==> src/rtl/uart_rx_cfg_if.sv <==
// Receive-side handshake between uart_rx_cfg and the register/FIFO layer:
// holding-register contents, per-frame flags and the sticky overrun.
`timescale 1ns/1ps
interface uart_rx_cfg_if;
   logic       rx_valid;
   logic       rx_ready;
   logic [7:0] rx_data;
   logic       parity_err;
   logic       frame_err;
   logic       break_det;
   logic       overrun;
   logic       ovr_clr;

   modport master (
      output rx_valid, rx_data, parity_err, frame_err, break_det, overrun,
      input  rx_ready, ovr_clr
   );

   modport slave (
      input  rx_valid, rx_data, parity_err, frame_err, break_det, overrun,
      output rx_ready, ovr_clr
   );
endinterface

==> src/rtl/uart_rx_cfg.sv <==
// Configurable UART receiver: programmable divisor, 5-8 data bits, optional
// parity, 1/2 stop bits, 3-sample mid-bit vote, single-entry holding register.
`timescale 1ns/1ps
module uart_rx_cfg #(
   parameter int DIV_W       = 16,
   parameter int SYNC_STAGES = 2
) (
   input  logic             clock,
   input  logic             resetn,
   input  logic             uart_en,
   input  logic [DIV_W-1:0] baud_div,
   input  logic [1:0]       data_bits,
   input  logic             parity_en,
   input  logic             parity_odd,
   input  logic             stop2,
   input  logic             RX,
   uart_rx_cfg_if.master    rx
);
   localparam logic [2:0] S_IDLE   = 3'd0;
   localparam logic [2:0] S_START  = 3'd1;
   localparam logic [2:0] S_DATA   = 3'd2;
   localparam logic [2:0] S_PARITY = 3'd3;
   localparam logic [2:0] S_STOP   = 3'd4;

   logic [SYNC_STAGES-1:0] sync;
   logic                   rx_s, rx_s_prev;
   logic [2:0]             state;
   logic [DIV_W-1:0]       cnt, half;
   logic [1:0]             smp;
   logic                   at_s0, at_s1, at_vote, at_end, vote;
   logic [2:0]             bit_idx;
   logic [7:0]             shreg;
   logic [1:0]             cfg_bits;
   logic                   cfg_pen, cfg_podd, cfg_stop2;
   logic                   stop_idx, perr, ferr, seen_one;
   logic                   dlv, dlv_perr, dlv_ferr, dlv_brk;
   logic                   ovr_set;

   // NOTE: the synchroniser resets to the idle line level so reset release never looks like a start edge.
   always_ff @(posedge clock) begin
      if (!resetn) begin
         sync      <= '1;
         rx_s_prev <= 1'b1;
      end else begin
         sync      <= {sync[SYNC_STAGES-2:0], RX};
         rx_s_prev <= rx_s;
      end
   end

   assign rx_s    = sync[SYNC_STAGES-1];
   assign half    = baud_div >> 1;
   assign at_s0   = (cnt == half - DIV_W'(1));
   assign at_s1   = (cnt == half);
   assign at_vote = (cnt == half + DIV_W'(1));
   assign at_end  = (cnt == baud_div);
   assign vote    = (smp[0] & smp[1]) | (smp[0] & rx_s) | (smp[1] & rx_s);

   // NOTE: every clocked block uses non-blocking assignments so all flops see pre-edge values.
   always_ff @(posedge clock) begin
      if (!resetn) begin
         state    <= S_IDLE;
         cnt      <= '0;
         smp      <= 2'b11;
         bit_idx  <= '0;
         shreg    <= '0;
         cfg_bits <= 2'b11;
         cfg_pen  <= 1'b0;
         cfg_podd <= 1'b0;
         cfg_stop2 <= 1'b0;
         stop_idx <= 1'b0;
         perr     <= 1'b0;
         ferr     <= 1'b0;
         seen_one <= 1'b0;
         dlv      <= 1'b0;
         dlv_perr <= 1'b0;
         dlv_ferr <= 1'b0;
         dlv_brk  <= 1'b0;
      end else begin
         dlv <= 1'b0;
         if (at_s0) smp[0] <= rx_s;
         if (at_s1) smp[1] <= rx_s;
         if (!uart_en) begin
            state <= S_IDLE;
            cnt   <= '0;
         end else begin
            if (state != S_IDLE) cnt <= at_end ? '0 : cnt + DIV_W'(1);
            case (state)
               S_IDLE: if (rx_s_prev && !rx_s) begin
                  state     <= S_START;
                  cnt       <= '0;
                  cfg_bits  <= data_bits;
                  cfg_pen   <= parity_en;
                  cfg_podd  <= parity_odd;
                  cfg_stop2 <= stop2;
                  shreg     <= '0;
                  bit_idx   <= '0;
                  stop_idx  <= 1'b0;
                  perr      <= 1'b0;
                  ferr      <= 1'b0;
                  seen_one  <= 1'b0;
               end
               S_START: begin
                  if (at_vote && vote) begin
                     state <= S_IDLE;
                     cnt   <= '0;
                  end else if (at_end) begin
                     state   <= S_DATA;
                     bit_idx <= '0;
                  end
               end
               S_DATA: begin
                  if (at_vote) begin
                     shreg[bit_idx] <= vote;
                     seen_one       <= seen_one | vote;
                  end
                  if (at_end) begin
                     if (bit_idx == {1'b1, cfg_bits}) state <= cfg_pen ? S_PARITY : S_STOP;
                     else bit_idx <= bit_idx + 3'd1;
                  end
               end
               S_PARITY: begin
                  if (at_vote) begin
                     perr     <= (vote != ((^shreg) ^ cfg_podd));
                     seen_one <= seen_one | vote;
                  end
                  if (at_end) state <= S_STOP;
               end
               S_STOP: begin
                  // Early return at the last stop vote lets back-to-back frames resync.
                  if (cfg_stop2 && !stop_idx) begin
                     if (at_vote) begin
                        ferr     <= ferr | ~vote;
                        seen_one <= seen_one | vote;
                     end
                     if (at_end) stop_idx <= 1'b1;
                  end else if (at_vote) begin
                     dlv      <= 1'b1;
                     dlv_perr <= perr;
                     dlv_ferr <= ferr | ~vote;
                     dlv_brk  <= ~seen_one & ~vote;
                     state    <= S_IDLE;
                     cnt      <= '0;
                  end
               end
               default: begin
                  state <= S_IDLE;
                  cnt   <= '0;
               end
            endcase
         end
      end
   end

   assign ovr_set = dlv && rx.rx_valid && !rx.rx_ready;

   always_ff @(posedge clock) begin
      if (!resetn) begin
         rx.rx_valid   <= 1'b0;
         rx.rx_data    <= '0;
         rx.parity_err <= 1'b0;
         rx.frame_err  <= 1'b0;
         rx.break_det  <= 1'b0;
         rx.overrun    <= 1'b0;
      end else begin
         if (rx.rx_valid && rx.rx_ready) rx.rx_valid <= 1'b0;
         if (dlv && (!rx.rx_valid || rx.rx_ready)) begin
            rx.rx_valid   <= 1'b1;
            rx.rx_data    <= shreg;
            rx.parity_err <= dlv_perr;
            rx.frame_err  <= dlv_ferr;
            rx.break_det  <= dlv_brk;
         end
         if (ovr_set) rx.overrun <= 1'b1;
         else if (rx.ovr_clr) rx.overrun <= 1'b0;
      end
   end
endmodule
==> src/flat_wrapper.sv <==
// flat-port wrapper written by rule: the top's interface ports become plain ports
module uart_rx_cfg_flat 
#(
   parameter int DIV_W       = 16,
   parameter int SYNC_STAGES = 2
)
  (clock, resetn, uart_en, baud_div, data_bits, parity_en, parity_odd, stop2, RX, rx_rx_valid, rx_rx_data, rx_parity_err, rx_frame_err, rx_break_det, rx_overrun, rx_rx_ready, rx_ovr_clr);
  uart_rx_cfg_if rx_i ();
  input  logic clock;
  input  logic resetn;
  input  logic uart_en;
  input  logic [DIV_W-1:0] baud_div;
  input  logic [1:0] data_bits;
  input  logic parity_en;
  input  logic parity_odd;
  input  logic stop2;
  input  logic RX;
  output wire logic [$bits(rx_i.rx_valid)-1:0] rx_rx_valid;
  output wire logic [$bits(rx_i.rx_data)-1:0] rx_rx_data;
  output wire logic [$bits(rx_i.parity_err)-1:0] rx_parity_err;
  output wire logic [$bits(rx_i.frame_err)-1:0] rx_frame_err;
  output wire logic [$bits(rx_i.break_det)-1:0] rx_break_det;
  output wire logic [$bits(rx_i.overrun)-1:0] rx_overrun;
  input wire logic [$bits(rx_i.rx_ready)-1:0] rx_rx_ready;
  input wire logic [$bits(rx_i.ovr_clr)-1:0] rx_ovr_clr;
  assign rx_rx_valid = rx_i.rx_valid;
  assign rx_rx_data = rx_i.rx_data;
  assign rx_parity_err = rx_i.parity_err;
  assign rx_frame_err = rx_i.frame_err;
  assign rx_break_det = rx_i.break_det;
  assign rx_overrun = rx_i.overrun;
  assign rx_i.rx_ready = rx_rx_ready;
  assign rx_i.ovr_clr = rx_ovr_clr;
  uart_rx_cfg #(.DIV_W(DIV_W), .SYNC_STAGES(SYNC_STAGES)) u_core (.clock(clock), .resetn(resetn), .uart_en(uart_en), .baud_div(baud_div), .data_bits(data_bits), .parity_en(parity_en), .parity_odd(parity_odd), .stop2(stop2), .RX(RX), .rx(rx_i));
endmodule
==> config.mk <==
export PLATFORM = sky130hd
export DESIGN_NAME = uart_rx_cfg_flat
export DESIGN_NICKNAME = d
export VERILOG_FILES = /design/src/rtl/uart_rx_cfg_if.sv /design/src/rtl/uart_rx_cfg.sv /design/src/flat_wrapper.sv
export SDC_FILE = /design/constraint.sdc
export NUM_CORES = 1
export LEC_CHECK = 0
export BUFFER_PORTS_ARGS = -buffer_cell sky130_fd_sc_hd__buf_2
export CORE_MARGIN = 2
export CORE_UTILIZATION = 40
export DETAILED_ROUTE_END_ITERATION = 8
export PLACE_DENSITY_LB_ADDON = 0.15
export REMOVE_ABC_BUFFERS = 1
export SYNTH_ARGS = -nofsm -noshare
export SYNTH_HDL_FRONTEND = slang
export SYNTH_SLANG_ARGS = --single-unit
==> constraint.sdc <==
create_clock -name clock -period 2.9 [get_ports clock]
set_input_delay 0.145 -clock clock [delete_from_list [all_inputs] [get_ports clock]]
set_output_delay 0.145 -clock clock [all_outputs]
set_load 0.01 [all_outputs]
# --- Yosys cells after proc, flatten, opt, wreduce, memory -nomap -nowiden ---
# Index checks and enable logic that the tools add are counted.
op_classes:
  add_sub_neg: 4
  mul: 0
  n_div: 0
  n_lt_le_gt_ge: 2
  n_eq_ne: 24
  shift: 0
  muxes: 46
  bitwise_logic: 15
  reduce_logical: 35
op_table:
  columns: ["operator", "count"]
  rows:
  - ["$mux W16", 6]
  - ["$pmux W16 S4", 1]
  - ["$eq A16 B16 Y1", 3]
  - ["$mux W3", 14]
  - ["$ne A2 B1 Y1 const B", 10]
  - ["$add A15 B1 Y16 const B", 1]
  - ["$add A16 B1 Y16 const B", 1]
  - ["$eq A16 B15 Y1", 1]
  - ["$mux W8", 2]
  - ["$pmux W8 S2", 1]
  - ["$reduce_and A4 Y1", 4]
  - ["$sub A15 B1 Y16 const B", 1]
  - ["$pmux W3 S5", 1]
  - ["$mux W1", 14]
  - ["$reduce_and A7 Y1", 2]
  - ["$reduce_and A5 Y1", 2]
  - ["$reduce_bool A2 Y1", 5]
  - ["$pmux W3 S3", 1]
  - ["$reduce_bool A3 Y1", 3]
  - ["$bwmux W8", 1]
  - ["$logic_and A1 B1 Y1", 8]
  - ["$reduce_xor A8 Y1", 1]
  - ["$eq A3 B2 Y1 const B", 2]
  - ["$ne A2 B2 Y1 const B", 3]
  - ["22 further kinds", 38]
word_totals:
  register_bits: 61
  latchBits: 0
  mem_bits_rw: 0
  mem_bits_ro: 0
  inputBits: 27
  out_inout_bits: 13
  word_cells: 152
  n_memories: 0

# --- Depth between registers and ports, before layout ---
# Gate-level depths: netlist (run 1).
depth:
  ltp_word: 8
  depth_mapped: 11
  ltp_nobuf: 10

# --- Least setup slack after synthesis (run 1) ---
# OpenSTA, ideal clock, no wires.
synth_timing:
  kind: "register to register"
  start: "register u_core.cnt[10]"
  end: "register u_core.shreg[1]"
  setup_ps: 87
  arrival_time_ps: 2297
  t_required_ps: 2813
  path_slack_ps: 516
  path_stages_with_launch: 10
  n_path_buf: 1
  period_less_slack_ps: 2384
  cell_sequence: "dfxtp_1 > buf_2 > nand2b_1 > nor4_2 > o21ai_1 > a2111oi_4 > and4_4 > nand2_2 > a2111o_1 > o31ai_1"
synth_via:
  elab_chain_cells: 3
synth_rtl:
  columns: ["element", "line_no", "rtl"]
  rows:
  - ["from (decl)", "uart_rx_cfg.sv:28", "logic [DIV_W-1:0] cnt, half;"]
  - ["from (signal assigned)", "uart_rx_cfg.sv:86", "if (state != S_IDLE) cnt <= at_end ? '0 : cnt + DIV_W'(1);"]
  - ["$eq A16 B16 Y1", "uart_rx_cfg.sv:54", "assign at_vote = (cnt == half + DIV_W'(1));"]
  - ["$ne A2 B1 Y1 (no source line)", null, null]
  - ["$reduce_and A4 Y1 (no source line)", null, null]
  - ["to (signal, indexed assignment)", "uart_rx_cfg.sv:113", "shreg[bit_idx] <= vote;"]
  - ["to (decl)", "uart_rx_cfg.sv:32", "logic [7:0] shreg;"]
# Every way passes these cells.
# A chain may end at the register's enable or synchronous reset.

# --- Worst setup path in the final report (run 1) ---
layout_timing:
  start: "register u_core.cnt[4]"
  end: "register u_core.shreg[0]"
# Same word-level chain as after synthesis.

==> metrics.json, run 1 <==
{
  "core-area": {"value": 0.0104, "unit": "sq mm"},
  "regToRegEndpoint": {"value": "u_core.shreg[0]$_SDFFE_PN0P_"},
  "num-nets-final": {"value": 586},
  "drive_above_1_share": {"value": 14.6, "unit": "%"},
  "number_of_h_tree_branching_levels": {"value": 3},
  "tritoncts_num_sinks": {"value": 61},
  "final-hold-violation-count": {"value": 0},
  "synth_top_area_share": {"value": 28.4, "unit": "%"},
  "timing.critical_path.fanout_max": {"value": 5},
  "setup_tns": {"value": 0, "unit": "ns"},
  "synth_cells": {"value": 536},
  "setup_viol_count_final": {"value": 0},
  "cpLargestDelayFamily": {"value": "compound AO/OA/AOI/OAI gates"},
  "globalRouteOverflowTotal": {"value": 0},
  "filler_cell_count": {"value": 1093},
  "postSynth.asyncResetShare": {"value": 0, "unit": "%"},
  "dieHeight": {"value": 108, "unit": "microns"},
  "yosysSeqAreaShare": {"value": 28.4, "unit": "%"},
  "postSynth.topFlopCell": {"value": "sky130_fd_sc_hd__dfxtp_1"},
  "gpl.final_weighted_congestion": {"value": 0.904},
  "max_slew_margin": {"value": 46.6, "unit": "%"},
  "highest_count_cells_in_the_layout_ignoring_fill_and_taps": {"value": "61 x sky130_fd_sc_hd__dfxtp_1, 53 x sky130_fd_sc_hd__nor2_1, 39 x sky130_fd_sc_hd__buf_2"},
  "route.detailed.wl_per_inst": {"value": 16.3, "unit": "microns"},
  "timing.critical_path.slowest_cell_delay": {"value": 0.48, "unit": "ns"},
  "synth-seq-cells": {"value": 61},
  "die_w": {"value": 108, "unit": "microns"},
  "unrepaired_setup_endpoints_after_global_routing": {"value": "no"},
  "initial_utilization": {"value": 41.5, "unit": "%"},
  "wl": {"value": 11400, "unit": "microns"},
  "timing.setup.critical_path_class": {"value": "reg2reg"},
  "finalClockSkew": {"value": 0.0108, "unit": "ns"},
  "post_cts_resize_count": {"value": 0},
  "hold_start": {"value": "data_bits[1]"},
  "synth-edff-count": {"value": 0},
  "cts-root-to-sink-buffers": {"value": 2},
  "holdPathStages": {"value": 3},
  "post-synth-top-area-cell": {"value": "sky130_fd_sc_hd__dfxtp_1"},
  "leakage_power": {"value": 0.00189, "unit": "uW"},
  "worst_ep_required_time": {"value": 3.14, "unit": "ns"},
  "ant_nets": {"value": 0},
  "timing.critical_path.buf_inv": {"value": 0},
  "final_common_cell": {"value": "sky130_fd_sc_hd__dfxtp_1"},
  "antennaDiodeCount": {"value": 0},
  "hold_ws": {"value": 0.0199, "unit": "ns"},
  "critical_path.reg2reg.startpoint": {"value": "u_core.cnt[4]$_SDFF_PN0_"},
  "cap_viol_max_count": {"value": 0},
  "dr.first_iter.drc_count": {"value": 250},
  "worst_ir_drop_vdd": {"value": 0.000166, "unit": "V"},
  "numPortBuffers": {"value": 39},
  "root_buffer": {"value": "sky130_fd_sc_hd__clkbuf_8"},
  "cp-end-kind": {"value": "flip-flop"},
  "number_of_cts_inserted_buffers": {"value": 9},
  "hp-class": {"value": "in2reg"},
  "grt_pass1_wl": {"value": 18500, "unit": "microns"},
  "synth.cell_area": {"value": 0.00430, "unit": "sq mm"},
  "antenna_violations_before_repair": {"value": 0},
  "rows": {"value": 37},
  "crit_path_cells": {"value": "xnor2_1 > o221ai_1 > o41a_1 > a2111oi_4 > and4_4 > nand2_2 > a2111o_1 > o31ai_1"},
  "syn2layout_area_growth": {"value": 10.4, "unit": "%"},
  "power_density": {"value": 360, "unit": "mW/mm^2"},
  "cell_at_the_slowest_stage_of_the_critical_path": {"value": "sky130_fd_sc_hd__a2111o_1"},
  "min_delay_worst_endpoint": {"value": "u_core.cfg_bits[1]$_SDFFE_PN1P_"},
  "min_period": {"value": 2.62, "unit": "ns"},
  "clock_latency": {"value": 0.33, "unit": "ns"},
  "dr.pass1.iters": {"value": 6},
  "number_of_distinct_library_cells_after_synthesis": {"value": 69},
  "avgSynthCellArea": {"value": 8.03, "unit": "sq um"},
  "reg2reg_setup_slack": {"value": 0.28, "unit": "ns"},
  "type_of_origin_of_the_critical_path": {"value": "flip-flop"},
  "layout_worst_path_cycle_share": {"value": 90.4, "unit": "%"},
  "dr_vias": {"value": 3960},
  "tightest_slew": {"value": 0.793, "unit": "ns"},
  "critical_path_arrival": {"value": 2.86, "unit": "ns"},
  "avgViaCountPerCell": {"value": 5.69},
  "track_usage": {"value": 20.2, "unit": "%"},
  "first_global_vias": {"value": 3576},
  "maxSlewViolCount": {"value": 0},
  "die_area": {"value": 0.0116, "unit": "sq mm"},
  "outcome": {"value": "finished clean"},
  "dp_hpwl": {"value": 8610, "unit": "microns"},
  "tritoncts": {"value": "built"},
  "postCtsSetupBuffers": {"value": 0},
  "post_synth_main_area_contributors": {"value": "sky130_fd_sc_hd__dfxtp_1 28%, sky130_fd_sc_hd__xor2_1 7.5%, sky130_fd_sc_hd__xnor2_1 6.5%"},
  "clock.fmax": {"value": 382, "unit": "MHz"},
  "reg2reg_depth": {"value": 8},
  "yosysWarnings": {"value": 0},
  "grt_max_degree": {"value": 24},
  "design.portCount": {"value": 40},
  "drc": {"value": 0},
  "clk_transition_reported_paths": {"value": 0.07, "unit": "ns"}
}
==> kinds of logic after synthesis <==
| group | count (synthesis) | synth area share, % |
|---|---|---|
| AOI/OAI and AO/OA | 117 | 19.9 |
| xor gates and xnor gates | 71 | 15.1 |
| adders and majority gates | 4 | 1.16 |
| buffers and inverters | 62 | 6.28 |
| DFF | 61 | 28.4 |
| muxes | 25 | 5.87 |
| and+or+nand+nor | 196 | 23.4 |
==> layout make-up <==
cell class              instances  area [sq um]  area share [%]
flip-flops and latches         61          1220            25.7
multi-input cells             413          2810            59.2
clock inverters                 3          21.3           0.448
inverters                      14          52.6            1.11
well taps                     136           170            3.58
clock buffers                  13           149            3.13
repair buffers                 56           325            6.85
==> per-layer routing <==
metal / up-vias / GRT usage, % / wire length (microns)
met1: 1871 / 30.0 / 5780
li1: 1964 / - / -
met2: 116 / 30.2 / 4920
met3: 9 / 3.27 / 567
met5: - / 0 / 0
met4: 0 / 5.13 / 114
==> worst min-delay path, delay by kind of cell <==
| family | cells | cell delay (ns) |
|---|---|---|
| buf+inv | 1 | 0.08 |
| mux | 1 | 0.05 |
| simple gates | 1 | 0.05 |
==> metrics by stage <==
step / total power (uW) / instances / utilization [%] / worst slack (ns) / cell area (sq um)
6_report: 1710 / 696 / 45.8 / 0.279 / 4750
5_1_grt: 1800 / 696 / 45.8 / 0.0378 / 4750
4_1_cts: 1730 / 696 / 45.8 / 0.300 / 4750
3_5_place_dp: 1070 / 679 / 44.1 / 0.220 / 4570
3_3_place_gp: 1070 / 679 / 44.1 / 0.278 / 4570
2_1_floorplan: 978 / 488 / - / 0.387 / 4090
==> cell usage after synthesis (2+ instances only) <==
cell type / n
sky130_fd_sc_hd__dfxtp_1: 61
sky130_fd_sc_hd__nor2_1: 53
sky130_fd_sc_hd__nand2_1: 38
sky130_fd_sc_hd__xor2_1: 37
sky130_fd_sc_hd__xnor2_1: 32
sky130_fd_sc_hd__nand3_1: 28
sky130_fd_sc_hd__clkbuf_1: 27
sky130_fd_sc_hd__mux2i_1: 23
sky130_fd_sc_hd__a211oi_1: 18
sky130_fd_sc_hd__a21oi_1: 16
sky130_fd_sc_hd__inv_1: 14
sky130_fd_sc_hd__nand4_1: 13
sky130_fd_sc_hd__a31oi_1: 12
sky130_fd_sc_hd__buf_2: 12
sky130_fd_sc_hd__nand2b_1: 11
sky130_fd_sc_hd__nor4_1: 10
sky130_fd_sc_hd__o21ai_1: 10
sky130_fd_sc_hd__nor3_1: 9
sky130_fd_sc_hd__nor2b_1: 7
sky130_fd_sc_hd__o211a_1: 7
sky130_fd_sc_hd__o21ai_0: 7
sky130_fd_sc_hd__o31ai_1: 6
sky130_fd_sc_hd__and3_1: 5
sky130_fd_sc_hd__o21a_1: 5
sky130_fd_sc_hd__a21o_1: 4
sky130_fd_sc_hd__buf_1: 4
sky130_fd_sc_hd__buf_4: 4
sky130_fd_sc_hd__ha_1: 4
sky130_fd_sc_hd__o211ai_1: 4
sky130_fd_sc_hd__nand4b_1: 3
sky130_fd_sc_hd__nor3_2: 3
sky130_fd_sc_hd__a2111o_1: 2
sky130_fd_sc_hd__a211o_1: 2
sky130_fd_sc_hd__a21oi_2: 2
sky130_fd_sc_hd__a41oi_1: 2
sky130_fd_sc_hd__and2_1: 2
sky130_fd_sc_hd__nor3b_1: 2
sky130_fd_sc_hd__nor4b_1: 2
sky130_fd_sc_hd__o2111ai_1: 2
sky130_fd_sc_hd__o221ai_1: 2
sky130_fd_sc_hd__o22ai_1: 2
sky130_fd_sc_hd__o311a_1: 2
==> worst max path at each step <==
| stage | to | slack [ns] | cells past startpoint | startpoint |
|---|---|---|---|---|
| floorplan | u_core.cnt[0]$_SDFF_PN0_ | 0.39 | 8 | u_core.cnt[3]$_SDFF_PN0_ |
| global placement | u_core.shreg[1]$_SDFFE_PN0P_ | 0.28 | 10 | baud_div[2] |
| detailed placement | u_core.shreg[0]$_SDFFE_PN0P_ | 0.22 | 10 | baud_div[1] |
| CTS | u_core.shreg[0]$_SDFFE_PN0P_ | 0.30 | 8 | u_core.cnt[4]$_SDFF_PN0_ |
| global route | u_core.shreg[0]$_SDFFE_PN0P_ | 0.04 | 8 | u_core.cnt[4]$_SDFF_PN0_ |
| finish | u_core.shreg[0]$_SDFFE_PN0P_ | 0.28 | 8 | u_core.cnt[4]$_SDFF_PN0_ |
==> flip-flops by register name, indices dropped and copies added, names as in the netlist, 2 cells and up <==
signal             count
u_core.sync            2
u_core.smp             2
u_core.cnt            16
u_core.bit_idx         3
u_core.cfg_bits        2
u_core.shreg           8
u_core.state           3
u_core.rx.rx_data      8
==> report_power, final <==
part / internal, uW / switching [uW]
registers: 842 / 3.07
logic: 74.0 / 135
clock network: 335 / 324
==> timing repair <==
item | 4_1_cts | 5_1_grt
setup endpoints to repair | 0 | 0
endpoints found under the hold margin | 1 | 0
hold buffers | 1 | 0
Note: power is estimated with default switching activity, not from simulation.
==> run 2, diff against run 1 <==
==> constraint.sdc (replaced) <==
create_clock -name clock -period 2.9 [get_ports clock]
set_input_delay 0.435 -clock clock [delete_from_list [all_inputs] [get_ports clock]]
set_output_delay 0.435 -clock clock [all_outputs]
set_load 0.01 [all_outputs]
==> run 2 against run 1 <==
  * Critical path depth rose by 2
  * Final cell count rose by 2.9%
  * Wire length rose by 3.1%
  * Fmax fell by 0.94%
  * Combinational power rose by 8%
  * Non-clock buffer count rose by 20
  * First-iteration DRC count fell by 15%
  * Setup slack got worse by 0.025 ns
  * Via count rose by 1.1%
  * Critical path type unchanged
  * Critical endpoint is now u_core.cnt[13]$_SDFF_PN0_
==> metrics.json, run 2 (synthesis gave the netlist of run 1 again) <==
{
  "num-nets-final": {"value": 606, "change": "was 586"},
  "dr.pass1.iters": {"value": 5, "change": "was 6"},
  "worst_ep_required_time": {"value": 3.14, "unit": "ns", "change": "about the same"},
  "ant_nets": {"value": 0, "change": "unchanged"},
  "drc": {"value": 0, "change": "unchanged"},
  "die_area": {"value": 0.0116, "unit": "sq mm", "change": "unchanged"},
  "clk_transition_reported_paths": {"value": 0.07, "unit": "ns", "change": "about the same"},
  "globalRouteOverflowTotal": {"value": 0, "change": "unchanged"},
  "number_of_cts_inserted_buffers": {"value": 9, "change": "unchanged"},
  "first_global_vias": {"value": 3781, "change": "was 3576"},
  "largest_register_ff_count": {"value": 16, "change": "unchanged"},
  "timing.critical_path.slowest_cell_delay": {"value": 0.63, "unit": "ns", "change": "was 0.48 ns"},
  "antenna_violations_before_repair": {"value": 0, "change": "unchanged"},
  "register_area": {"value": 0.00122, "unit": "sq mm", "change": "unchanged"},
  "multi_input_area": {"value": 0.00281, "unit": "sq mm", "change": "unchanged"},
  "type_of_origin_of_the_critical_path": {"value": "flip-flop", "change": "unchanged"},
  "setup_tns": {"value": 0, "unit": "ns", "change": "unchanged"},
  "max_slew_margin": {"value": 49.6, "unit": "%", "change": "was 46.6%"},
  "number_of_h_tree_branching_levels": {"value": 3, "change": "unchanged"},
  "layout_worst_path_cycle_share": {"value": 91.2, "unit": "%", "change": "was 90.4%"},
  "dieHeight": {"value": 108, "unit": "microns", "change": "unchanged"},
  "antennaDiodeCount": {"value": 0, "change": "unchanged"},
  "dr_vias": {"value": 4002, "change": "was 3960"},
  "top_reg_by_flops": {"value": "u_core.cnt", "change": "unchanged"},
  "postCtsSetupBuffers": {"value": 0, "change": "unchanged"},
  "route.detailed.wl_per_inst": {"value": 16.4, "unit": "microns", "change": "was 16.3 microns"},
  "cp-end-kind": {"value": "flip-flop", "change": "unchanged"},
  "power_density": {"value": 388, "unit": "mW/mm^2", "change": "was 360 mW/mm^2"},
  "outcome": {"value": "finished clean", "change": "unchanged"},
  "avgViaCountPerCell": {"value": 5.59, "change": "was 5.69"},
  "grt_max_degree": {"value": 23, "change": "was 24"},
  "cell_at_the_slowest_stage_of_the_critical_path": {"value": "sky130_fd_sc_hd__dfxtp_1", "change": "was sky130_fd_sc_hd__a2111o_1"},
  "setup_viol_count_final": {"value": 0, "change": "unchanged"},
  "syn2layout_area_growth": {"value": 15.0, "unit": "%", "change": "was 10.4%"},
  "drive_above_1_share": {"value": 18.3, "unit": "%", "change": "was 14.6%"},
  "finalClockSkew": {"value": 0.0102, "unit": "ns", "change": "was 0.0108 ns"},
  "unrepaired_setup_endpoints_after_global_routing": {"value": "no", "change": "unchanged"},
  "hp-class": {"value": "in2reg", "change": "unchanged"},
  "highest_count_cells_in_the_layout_ignoring_fill_and_taps": {"value": "61 x sky130_fd_sc_hd__dfxtp_1, 53 x sky130_fd_sc_hd__nor2_1, 39 x sky130_fd_sc_hd__buf_2", "change": "unchanged"},
  "maxSlewViolCount": {"value": 0, "change": "unchanged"},
  "dp_hpwl": {"value": 8840, "unit": "microns", "change": "was 8610 microns"},
  "tritoncts_num_sinks": {"value": 61, "change": "unchanged"},
  "critical_path_arrival": {"value": 2.89, "unit": "ns", "change": "was 2.86 ns"},
  "most_frequent_cell_on_critical_path": {"value": "sky130_fd_sc_hd__buf_4"},
  "post_cts_resize_count": {"value": 0, "change": "unchanged"},
  "worst_ir_drop_vdd": {"value": 0.000220, "unit": "V", "change": "was 0.000166 V"},
  "pre_cts_ws": {"value": 0.0141, "unit": "ns", "change": "was 0.220 ns"},
  "clock.fmax": {"value": 378, "unit": "MHz", "change": "was 382 MHz"},
  "cts-root-to-sink-buffers": {"value": 2, "change": "unchanged"},
  "dr.first_iter.drc_count": {"value": 213, "change": "was 250"},
  "total_power": {"value": 1920, "unit": "uW", "change": "was 1710 uW"},
  "grt_pass1_wl": {"value": 19400, "unit": "microns", "change": "was 18500 microns"},
  "ctsHoldBuffers": {"value": 0, "change": "was 1"},
  "leakage_power": {"value": 0.00200, "unit": "uW", "change": "was 0.00189 uW"},
  "filler_cell_count": {"value": 1054, "change": "was 1093"},
  "die_w": {"value": 108, "unit": "microns", "change": "unchanged"},
  "reg2reg_setup_slack": {"value": 0.25, "unit": "ns", "change": "was 0.28 ns"},
  "wl": {"value": 11700, "unit": "microns", "change": "was 11400 microns"},
  "root_buffer": {"value": "sky130_fd_sc_hd__clkbuf_8", "change": "unchanged"},
  "numPortBuffers": {"value": 39, "change": "unchanged"},
  "setup_ws": {"value": 0.254, "unit": "ns", "change": "was 0.279 ns"},
  "timing.critical_path.fanout_max": {"value": 13, "change": "was 5"},
  "min_period": {"value": 2.65, "unit": "ns", "change": "was 2.62 ns"},
  "design.portCount": {"value": 40, "change": "unchanged"},
  "utilization_after_layout": {"value": 47.7, "unit": "%", "change": "was 45.8%"},
  "track_usage": {"value": 21.1, "unit": "%", "change": "was 20.2%"},
  "cap_viol_max_count": {"value": 0, "change": "unchanged"},
  "rows": {"value": 37, "change": "unchanged"},
  "core-area": {"value": 0.0104, "unit": "sq mm", "change": "unchanged"},
  "final-hold-violation-count": {"value": 0, "change": "unchanged"},
  "crit_path_cells": {"value": "inv_1 > o221ai_1 > o41a_1 > a2111oi_4 > and4_4 > buf_4 > a21oi_2 > o21ai_1 > buf_4 > a211oi_1", "change": "was xnor2_1 > o221ai_1 > o41a_1 > a2111oi_4 > and4_4 > nand2_2 > a2111o_1 > o31ai_1"},
  "tightest_slew": {"value": 0.756, "unit": "ns", "change": "was 0.793 ns"},
  "tritoncts": {"value": "built", "change": "unchanged"},
  "initial_utilization": {"value": 41.5, "unit": "%", "change": "unchanged"},
  "gpl.final_weighted_congestion": {"value": 1.01, "change": "was 0.904"},
  "timing.setup.critical_path_class": {"value": "reg2reg", "change": "unchanged"},
  "clock_latency": {"value": 0.34, "unit": "ns", "change": "was 0.33 ns"},
  "hold_ws": {"value": 0.280, "unit": "ns", "change": "was 0.0199 ns"},
  "final_common_cell": {"value": "sky130_fd_sc_hd__dfxtp_1", "change": "unchanged"},
  "layout_top_registers": {"value": "u_core.cnt (16), u_core.rx.rx_data (8), u_core.shreg (8)", "change": "unchanged"}
}
==> run 2: cell types whose count changed in the layout (fill, tap and decap cells not counted), sizes merged <==
| cell | change |
|---|---|
| dlygate4sd3 | -1 |
| clkinvlp | +1 |
| inv | +1 |
| bufinv | +2 |
| clkbuf | -4 |
| buf | +21 |
==> run 2: worst max-delay path: cells and delay by family, from the launching register on <==
kind | cells | cell delay [ns]
compound gates | 6 | 1.10
buf+inv | 3 | 0.57
flops | 1 | 0.63
simple gates | 1 | 0.24
==> run 2: cell type report <==
cell class                 count  area share (%)
inverter                      14            1.06
sequential                    61            24.7
multi-input combinational    413            56.8
tap                          136            3.44
timing repair buffer          76            9.55
clock inverter                 7            1.97
clock buffer                   9            2.50
==> run 2: power breakdown <==
part           total, uW  switching, uW  internal [uW]  leakage, uW
clock                849            363            486     0.000106
sequential           845           3.52            842     0.000492
combinational        226            138           87.9      0.00141
==> run 2: through the flow <==
stage | area [sq um] | std cells
after detailed placement | 4730 | 700
after global routing | 4950 | 716
after floorplan | 4090 | 488
after global placement | 4730 | 700
after CTS | 4950 | 716
final | 4950 | 716
==> run 2: per-layer routing <==
metal	routed length, microns	share of wire, %	GRT usage, %	up-vias
met5	0	0	0	-
met4	208	1.8	6.41	0
met3	730	6.2	4.18	16
met2	5040	43	31.3	126
met1	5750	49	30.6	1871
li1	-	-	-	1989
==> run 2: final timing paths <==
kind                                     to                 startpoint  cells after the start
setup reg to reg  u_core.cnt[13]$_SDFF_PN0_   u_core.cnt[2]$_SDFF_PN0_                     10
setup / recovery  u_core.cnt[13]$_SDFF_PN0_   u_core.cnt[2]$_SDFF_PN0_                     10
hold reg to reg   u_core.sync[1]$_SDFF_PN1_  u_core.sync[0]$_SDFF_PN1_                      1
hold / removal    u_core.sync[0]$_SDFF_PN1_                         RX                      2
==> run 3, diff against run 2 <==
--- a/config.mk
+++ b/config.mk
@@ -5,7 +5,7 @@
 export SDC_FILE = /design/constraint.sdc
 export NUM_CORES = 1
 export LEC_CHECK = 0
-export BUFFER_PORTS_ARGS = -buffer_cell sky130_fd_sc_hd__buf_2
+export BUFFER_PORTS_ARGS = -buffer_cell sky130_fd_sc_hd__buf_4
 export CORE_MARGIN = 2
 export CORE_UTILIZATION = 40
 export DETAILED_ROUTE_END_ITERATION = 8
==> run 3 against run 2 <==
  * Count of clock-buffer cells in the layout increased by 1
  * Clock power shrank 0.5%
  * Die area did not move
  * First-iteration DRC count grew 9.4%
  * Utilization up 0.59 points
==> metrics.json, run 3 (synthesis gave the netlist of run 1 again) <==
{
  "wl": {"value": 11900, "unit": "microns", "change": "was 11700 microns"},
  "clock.fmax": {"value": 384, "unit": "MHz", "change": "was 378 MHz"},
  "number_of_cts_inserted_buffers": {"value": 9, "change": "unchanged"},
  "leakage_power": {"value": 0.00200, "unit": "uW", "change": "about the same"},
  "pre_cts_ws": {"value": -0.0584, "unit": "ns", "change": "was 0.0141 ns"},
  "largest_register_ff_count": {"value": 16, "change": "unchanged"},
  "drive_above_1_share": {"value": 17.5, "unit": "%", "change": "was 18.3%"},
  "worst_ir_drop_vdd": {"value": 0.000267, "unit": "V", "change": "was 0.000220 V"},
  "initial_utilization": {"value": 41.5, "unit": "%", "change": "unchanged"},
  "antennaDiodeCount": {"value": 0, "change": "unchanged"},
  "layout_worst_path_cycle_share": {"value": 89.7, "unit": "%", "change": "was 91.2%"},
  "dr_vias": {"value": 3991, "change": "was 4002"},
  "seq_power_share": {"value": 43.9, "unit": "%", "change": "was 44.0%"},
  "root_buffer": {"value": "sky130_fd_sc_hd__clkbuf_8", "change": "unchanged"},
  "switching_power": {"value": 504, "unit": "uW", "change": "about the same"},
  "num-nets-final": {"value": 599, "change": "was 606"},
  "timing.setup.critical_path_class": {"value": "reg2reg", "change": "unchanged"},
  "dr.first_iter.drc_count": {"value": 233, "change": "was 213"},
  "cts-root-to-sink-buffers": {"value": 2, "change": "unchanged"},
  "max_slew_margin": {"value": 47.9, "unit": "%", "change": "was 49.6%"},
  "rows": {"value": 37, "change": "unchanged"},
  "tritoncts": {"value": "built", "change": "unchanged"},
  "cap_viol_max_count": {"value": 0, "change": "unchanged"},
  "route.detailed.wl_per_inst": {"value": 16.8, "unit": "microns", "change": "was 16.4 microns"},
  "top_reg_by_flops": {"value": "u_core.cnt", "change": "unchanged"},
  "hp-class": {"value": "in2reg", "change": "unchanged"},
  "cp-end-kind": {"value": "flip-flop", "change": "unchanged"},
  "drc": {"value": 0, "change": "unchanged"},
  "antenna_violations_before_repair": {"value": 0, "change": "unchanged"},
  "unrepaired_setup_endpoints_after_global_routing": {"value": "no", "change": "unchanged"},
  "final_common_cell": {"value": "sky130_fd_sc_hd__buf_4", "change": "was sky130_fd_sc_hd__dfxtp_1"},
  "track_usage": {"value": 21.2, "unit": "%", "change": "was 21.1%"},
  "setup_viol_count_final": {"value": 0, "change": "unchanged"},
  "clk_transition_reported_paths": {"value": 0.07, "unit": "ns", "change": "about the same"},
  "syn2layout_area_growth": {"value": 16.5, "unit": "%", "change": "was 15.0%"},
  "min_period": {"value": 2.60, "unit": "ns", "change": "was 2.65 ns"},
  "die_w": {"value": 108, "unit": "microns", "change": "unchanged"},
  "clock_latency": {"value": 0.34, "unit": "ns", "change": "about the same"},
  "numPortBuffers": {"value": 39, "change": "unchanged"},
  "tritoncts_num_sinks": {"value": 61, "change": "unchanged"},
  "globalRouteOverflowTotal": {"value": 0, "change": "unchanged"},
  "critical_path_arrival": {"value": 2.85, "unit": "ns", "change": "was 2.89 ns"},
  "ant_nets": {"value": 0, "change": "unchanged"},
  "utilization_after_layout": {"value": 48.3, "unit": "%", "change": "was 47.7%"},
  "worst_ep_required_time": {"value": 3.15, "unit": "ns", "change": "was 3.14 ns"},
  "gpl.final_weighted_congestion": {"value": 0.940, "change": "was 1.01"},
  "setup_ws": {"value": 0.298, "unit": "ns", "change": "was 0.254 ns"},
  "final-hold-violation-count": {"value": 0, "change": "unchanged"},
  "highest_count_cells_in_the_layout_ignoring_fill_and_taps": {"value": "68 x sky130_fd_sc_hd__buf_4, 61 x sky130_fd_sc_hd__dfxtp_1, 53 x sky130_fd_sc_hd__nor2_1", "change": "was 61 x sky130_fd_sc_hd__dfxtp_1, 53 x sky130_fd_sc_hd__nor2_1, 39 x sky130_fd_sc_hd__buf_2"},
  "internal-power": {"value": 1420, "unit": "uW", "change": "about the same"},
  "grt_max_degree": {"value": 23, "change": "unchanged"},
  "outcome": {"value": "finished clean", "change": "unchanged"},
  "clock_power_share": {"value": 43.9, "unit": "%", "change": "was 44.2%"},
  "die_area": {"value": 0.0116, "unit": "sq mm", "change": "unchanged"},
  "combPwrFrac": {"value": 12.2, "unit": "%", "change": "was 11.8%"},
  "core-area": {"value": 0.0104, "unit": "sq mm", "change": "unchanged"},
  "design.portCount": {"value": 40, "change": "unchanged"},
  "dr.pass1.iters": {"value": 5, "change": "unchanged"},
  "first_global_vias": {"value": 3767, "change": "was 3781"},
  "type_of_origin_of_the_critical_path": {"value": "flip-flop", "change": "unchanged"},
  "tightest_slew": {"value": 0.773, "unit": "ns", "change": "was 0.756 ns"},
  "finalClockSkew": {"value": 0.0119, "unit": "ns", "change": "was 0.0102 ns"},
  "avgViaCountPerCell": {"value": 5.63, "change": "was 5.59"},
  "timing.critical_path.fanout_max": {"value": 11, "change": "was 13"},
  "maxSlewViolCount": {"value": 0, "change": "unchanged"},
  "dp_hpwl": {"value": 8910, "unit": "microns", "change": "was 8840 microns"},
  "dieHeight": {"value": 108, "unit": "microns", "change": "unchanged"},
  "power_density": {"value": 384, "unit": "mW/mm^2", "change": "was 388 mW/mm^2"},
  "power_switching_share": {"value": 26.2, "unit": "%", "change": "about the same"},
  "grt_pass1_wl": {"value": 19300, "unit": "microns", "change": "was 19400 microns"},
  "ctsHoldBuffers": {"value": 0, "change": "unchanged"},
  "number_of_h_tree_branching_levels": {"value": 3, "change": "unchanged"},
  "layout_top_registers": {"value": "u_core.cnt (16), u_core.rx.rx_data (8), u_core.shreg (8)", "change": "unchanged"}
}
[run 3: layer usage]
metal  GRT usage, %  wire, microns  vias to the layer above
met2           32.1           5060                      110
met1           30.9           6070                     1873
met3           3.33            604                       16
met5              0              0                        -
li1               -              -                     1992
met4           5.95            196                        0
[run 3: power by group through the flow]
stage	combinational, uW	sequential, uW	clock [uW]
final	235	846	845
after global routing	256	846	899
after CTS	233	846	862
after detailed placement	231	865	0
after global placement	230	865	0
after floorplan	114	864	0
[run 3: per-stage QoR]
stage               hold slack (ns)  TNS (ns)  total power, uW  cell area (sq um)  std cells
floorplan                     0.386         0              978               4090        488
global placement              0.389         0             1100               4790        693
detailed placement            0.396    -0.221             1100               4790        693
CTS                           0.274         0             1940               5000        709
global route                  0.286         0             2000               5010        709
finish                        0.280         0             1930               5010        709
[run 3: final timing paths]
path / from / to / slack (ns) / cells after the start
max: u_core.cnt[2]$_SDFF_PN0_ / u_core.shreg[1]$_SDFFE_PN0P_ / 0.30 / 8
min: RX / u_core.sync[0]$_SDFF_PN1_ / 0.28 / 2
max reg2reg: u_core.cnt[2]$_SDFF_PN0_ / u_core.shreg[1]$_SDFFE_PN0P_ / 0.30 / 8
min reg2reg: u_core.sync[0]$_SDFF_PN1_ / u_core.sync[1]$_SDFF_PN1_ / 0.41 / 1
[run 3: critical path: stages (launching register included)]
cell and delay, ns:
sky130_fd_sc_hd__dfxtp_1 0.65, sky130_fd_sc_hd__o21bai_1 0.19, sky130_fd_sc_hd__o221ai_1 0.13, sky130_fd_sc_hd__o41a_1 0.20, sky130_fd_sc_hd__a2111oi_4 0.23, sky130_fd_sc_hd__and4_4 0.30
sky130_fd_sc_hd__nand2_2 0.09, sky130_fd_sc_hd__a2111o_1 0.49, sky130_fd_sc_hd__o31ai_1 0.24
[run 3: final cells by class]
class | instances | area, sq um
inverters | 14 | 52.6
multi-input cells | 413 | 2820
well taps | 136 | 170
repair buffers | 69 | 531
flip-flops and latches | 61 | 1220
clock inverters | 6 | 86.3
fillers | 1066 | 5360
clock buffers | 10 | 128
[run 3: repair_timing]
action | CTS | global route
endpoints found under the hold margin | 0 | 0
setup endpoints to repair | 0 | 5
buffers inserted | 0 | 0
gates resized for setup | 0 | 2
